<file path="src/rtl/spi_frame_fsm.sv">
// SPI frame decoder: address, R/W bit, then one data word, serviced on a simple
// synchronous memory port entirely in the system clock domain.
module spi_frame_fsm #(
    parameter int ADDR_WIDTH = 7,
    parameter int DATA_WIDTH = 8
) (
    input  logic                  clk,
    input  logic                  reset_n,
    input  logic                  cs_cond,
    input  logic                  mosi_cond,
    input  logic                  sclk_posedge,
    input  logic                  sclk_negedge,
    input  logic [DATA_WIDTH-1:0] mem_rd_data,
    output logic [ADDR_WIDTH-1:0] mem_addr,
    output logic                  mem_wr_en,
    output logic [DATA_WIDTH-1:0] mem_wr_data,
    output logic                  miso,
    output logic                  miso_oe,
    output logic                  frame_done,
    output logic                  busy
);

    localparam int unsigned MAX_BITS = ((ADDR_WIDTH + 1) > DATA_WIDTH) ? (ADDR_WIDTH + 1) : DATA_WIDTH;
    localparam int unsigned CNT_W    = $clog2(MAX_BITS) + 1;
    localparam logic [CNT_W-1:0] ADDR_LAST = CNT_W'(ADDR_WIDTH);
    localparam logic [CNT_W-1:0] DATA_LAST = CNT_W'(DATA_WIDTH - 1);

    typedef enum logic [2:0] {
        IDLE,
        GET_ADDR,
        LOAD,
        READ,
        WRITE,
        COMMIT,
        DONE
    } state_t;

    state_t                r_state;
    logic [CNT_W-1:0]      r_cnt;
    logic [ADDR_WIDTH-1:0] r_addr_sr;
    logic [DATA_WIDTH-1:0] r_tx;

    // Gated by miso_oe so the pin reads 0 whenever it is not driven.
    assign miso = miso_oe & r_tx[DATA_WIDTH-1];

    always_ff @(posedge clk or negedge reset_n) begin
        if (!reset_n) begin
            r_state     <= IDLE;
            r_cnt       <= '0;
            r_addr_sr   <= '0;
            r_tx        <= '0;
            mem_addr    <= '0;
            mem_wr_en   <= 1'b0;
            mem_wr_data <= '0;
            miso_oe     <= 1'b0;
            frame_done  <= 1'b0;
            busy        <= 1'b0;
        end else begin
            mem_wr_en  <= 1'b0;
            frame_done <= 1'b0;

            case (r_state)
                IDLE: begin
                    if (!cs_cond) begin
                        r_state   <= GET_ADDR;
                        r_cnt     <= '0;
                        r_addr_sr <= '0;
                        busy      <= 1'b1;
                    end
                end

                GET_ADDR: begin
                    if (cs_cond) begin
                        r_state <= IDLE;
                        busy    <= 1'b0;
                        miso_oe <= 1'b0;
                    end else if (sclk_posedge) begin
                        // The final posedge carries the R/W bit; the address is already complete.
                        if (r_cnt == ADDR_LAST) begin
                            mem_addr <= r_addr_sr;
                            r_cnt    <= '0;
                            r_state  <= mosi_cond ? LOAD : WRITE;
                        end else begin
                            r_addr_sr <= (r_addr_sr << 1) | ADDR_WIDTH'(mosi_cond);
                            r_cnt     <= r_cnt + 1'b1;
                        end
                    end
                end

                LOAD: begin
                    if (cs_cond) begin
                        r_state <= IDLE;
                        busy    <= 1'b0;
                        miso_oe <= 1'b0;
                    end else if (sclk_negedge) begin
                        r_tx    <= mem_rd_data;
                        miso_oe <= 1'b1;
                        r_state <= READ;
                    end
                end

                READ: begin
                    if (cs_cond) begin
                        r_state <= IDLE;
                        busy    <= 1'b0;
                        miso_oe <= 1'b0;
                    end else begin
                        if (sclk_negedge) begin
                            r_tx <= r_tx << 1;
                        end
                        if (sclk_posedge) begin
                            if (r_cnt == DATA_LAST) begin
                                r_cnt      <= '0;
                                r_state    <= DONE;
                                miso_oe    <= 1'b0;
                                frame_done <= 1'b1;
                            end else begin
                                r_cnt <= r_cnt + 1'b1;
                            end
                        end
                    end
                end

                WRITE: begin
                    if (cs_cond) begin
                        r_state <= IDLE;
                        busy    <= 1'b0;
                        miso_oe <= 1'b0;
                    end else if (sclk_posedge) begin
                        mem_wr_data <= (mem_wr_data << 1) | DATA_WIDTH'(mosi_cond);
                        if (r_cnt == DATA_LAST) begin
                            r_cnt     <= '0;
                            r_state   <= COMMIT;
                            mem_wr_en <= 1'b1;
                        end else begin
                            r_cnt <= r_cnt + 1'b1;
                        end
                    end
                end

                COMMIT: begin
                    // The write strobe is already on the port; a late deassert only drops frame_done.
                    if (cs_cond) begin
                        r_state <= IDLE;
                        busy    <= 1'b0;
                    end else begin
                        r_state    <= DONE;
                        frame_done <= 1'b1;
                    end
                end

                DONE: begin
                    miso_oe <= 1'b0;
                    if (cs_cond) begin
                        r_state <= IDLE;
                        busy    <= 1'b0;
                    end
                end

                default: begin
                    r_state <= IDLE;
                    busy    <= 1'b0;
                    miso_oe <= 1'b0;
                end
            endcase
        end
    end

endmodule

</file>
<file path="config.mk">
export PLATFORM = sky130hd
export DESIGN_NAME = spi_frame_fsm
export DESIGN_NICKNAME = d
export VERILOG_FILES = /design/src/rtl/spi_frame_fsm.sv
export SDC_FILE = /design/constraint.sdc
export NUM_CORES = 1
export LEC_CHECK = 0
export ABC_AREA = 1
export CAP_MARGIN = 15
export CORE_ASPECT_RATIO = 1.5
export CORE_MARGIN = 8
export CORE_UTILIZATION = 53
export DETAILED_ROUTE_END_ITERATION = 12
export HOLD_SLACK_MARGIN = 0.08
export PLACE_DENSITY = 0.84
export SYNTH_ARGS = -nofsm -noshare
export SYNTH_HDL_FRONTEND = slang
export SYNTH_SLANG_ARGS = --single-unit
</file>
<file path="constraint.sdc">
create_clock -name clk -period 1.9 [get_ports clk]
set_input_delay 0.285 -clock clk [delete_from_list [all_inputs] [get_ports clk]]
set_output_delay 0.285 -clock clk [all_outputs]
set_load 0.02 [all_outputs]
</file>
==> flow_summary.ini <==
[die]
floorplan.core_area_um2 = 3850
initial_utilization_pct = 53.5
fp.dieW_um = 66.9
die-height_um = 92.4
die_area_um2 = 6180
ios = 34
rows = 28

[global_routing]
top_usage_layer = met2
grt_use_total_pct = 14.5
grt_max_degree = 42
grt_pass1_vias = 1676
use_met2_pct = 25.2
grt-ovfl-total = 0
grt_antenna_before_repair = 0
grt_use_met3_pct = 3.87
grt_pass1_wl_um = 7200
use_met1_pct = 15.7

[synthesis]
synth_area_leader_cell = dfrtp_1
synth-edff-count = 0
async_flop_share_pct = 100
netlist_instances = 239
synth_nets = 254
yosysMostFrequentCell = nand2_1
yosysSeqAreaShare_pct = 49.8
synth_common_cells = nand2_1 (72), dfrtp_1 (41), nor2_1 (20), inv_1 (17), nand3_1 (16)
synth_ff_type = dfrtp_1
synthTopCellsByArea = dfrtp_1 (50%), nand2_1 (13%), nand3_1 (3.9%), nor2_1 (3.6%), o21ai_1 (3.6%)
synth_seq_cells = 41
synth_top_cell_area_share_pct = 49.8
synth.avg_cell_area_um2 = 8.63
ys.warnings.count = 0
synth_area_um2 = 2060
ys_types = 29

[timing]
setup_tns_ps = 0
whs_ps = 482
skew_ps = 2.94
hold_viol = 0
slew_violations = 0
finalCriticalPeriod_ps = 1650
fin_crit_sh_pct = 87.1
slew_headroom_pct = 66.3
clock.fmax_ghz = 0.605
tightest_slew_ps = 506
rsz0062_at_grt = no
setup_viol = 0

[cts]
insertion_delay_ps = 290
cts.sinks = 41
cts_max_path_buffers = 2
htreeDepth = 2
numCtsBuffers = 5
cts.clk_slew.worst_paths_ps = 70
clock-root-buffer = clkbuf_8
post-cts-setup-buffers = 0
tritoncts = done

[setup_path]
regToRegSetupSlack_ps = 330
crit_required_ps = 1620
r2r-start = r_state[1]
start_kind = flop
r2r_cells = 6
crit_fanout = 3
arrival_ps = 1370
critical_path_class = reg2out
rr_endpoint = r_cnt[2]
end_kind = output pin

[layout]
stdcell_area_um2 = 2580
drive_above_1_share_pct = 16.7
area_delta_synth_final_pct = 24.9
fin_nets = 295
diodes = 0

[routing]
drtIter0Drc = 68
vias_per_cell = 5.12
dr.pass1.iters = 4
avgRoutedWirePerCell_um = 12.5
num_vias = 1668
totalWireLength_um = 4070
drc = 0
antenna_left = 0

[min_path]
hold_start = r_addr_sr[6]
hold_path.class = reg2reg
holdPathEnd = r_addr_sr[6]
hold-path-cell-count = 2

[place]
io_buffers = 33
placed_area_um2 = 2450
hpwl_um = 3100
gp_congestion = 0.877

[power]
cellPowerDensity_nw_per_um2 = 1290
power_leakage_nw = 1.18
peakVddDrop_mv = 0.920

[outcome]
outcome = complete, no violations

[flow_run]
max_cap_violations = 0
-- power breakdown --
group	switching [mW]	leakage (nW)	internal (mW)	total (mW)
logic	0.740	0.589	0.537	1.28
clock network	0.285	0.0585	0.428	0.713
registers	0.217	0.530	1.12	1.33
-- worst max-delay path, stage by stage, from the launching register on --
cell	delay, ps
dfrtp_1	370
nand2_1	60
inv_1	50
clkdlybuf4s50_1	600
-- repair_timing --
action | in CTS | in global routing
resized for setup | 0 | 0
endpoints found under the hold margin | 41 | 0
hold buffers | 1 | 0
-- state kept, by name, summed over array words and instances, names as in the netlist --
name	count
busy	1
r_state	3
mem_wr_data	8
mem_wr_en	1
miso_oe	1
frame_done	1
r_cnt	4
mem_addr	7
r_tx	8
r_addr_sr	7
-- cells in the final DEF (no fill, tap or decap), types with 2 or more instances in the layout --
cell             netlist  layout
a21oi_1                5       5
a31oi_1                7       7
buf_4                  2       6
clkbuf_8               0       6
clkdlybuf4s50_1        0      32
dfrtp_1               41      41
inv_1                 17      17
inv_2                  4       4
nand2_1               72      72
nand2_2                3       3
nand3_1               16      16
nand3_2                7       7
nand4_1                2       2
nor2_1                20      20
nor2_2                 2       2
nor2_4                 2       2
o21ai_1               15      15
o21ai_2                8       8
-- cells by family (layout without fill, tap and decap cells) --
group | after synthesis | in the layout | share of synthesized area (%)
AOI/OAI and AO/OA | 37 | 37 | 11.5
xor gates and xnor gates | 1 | 1 | 0.425
adders and majority gates | 1 | 1 | 0.607
buffers and inverters | 29 | 71 | 6.98
DFF | 41 | 41 | 49.8
muxes | 1 | 1 | 0.546
and+or+nand+nor | 129 | 129 | 30.2
-- routing by layer --
metal / vias to the layer above / wire [um]
met5: - / 0
li1: 852 / -
met3: 9 / 214
met2: 35 / 2120
met1: 772 / 1640
met4: 0 / 91
-- metrics by stage --
step                      worst slack [ps]  util, %  power [mW]  cells
final                                  246     66.9        3.32    326
after global routing                   164     66.9        3.55    326
after CTS                              223     66.9        3.35    326
after detailed placement               122     63.6        2.63    317
after global placement                 187     63.6        2.60    317
after floorplan                        484        -        2.20    239
-- layout make-up --
| cell class | instances | area [um^2] |
|---|---|---|
| Inverter | 22 | 85.1 |
| Fill cell | 332 | 1280 |
| Clock inverter | 1 | 30.0 |
| Tap cell | 45 | 56.3 |
| Timing Repair Buffer | 41 | 400 |
| Multi-Input combinational cell | 169 | 892 |
| Sequential cell | 41 | 1030 |
| Clock buffer | 7 | 86.3 |
-- how the worst max path moves through the flow --
stage | startpoint | endpoint | slack [ps] | cells past startpoint
4_1_cts | miso_oe | miso | 220 | 3
6_report | miso_oe | miso | 250 | 3
3_5_place_dp | cs_cond | r_tx[1] | 120 | 7
3_3_place_gp | cs_cond | r_state[1] | 190 | 8
5_1_grt | r_state[2] | mem_addr[5] | 160 | 6
2_1_floorplan | r_cnt[0] | r_addr_sr[4] | 480 | 8
No activity file was read; power rests on OpenSTA's default activity.
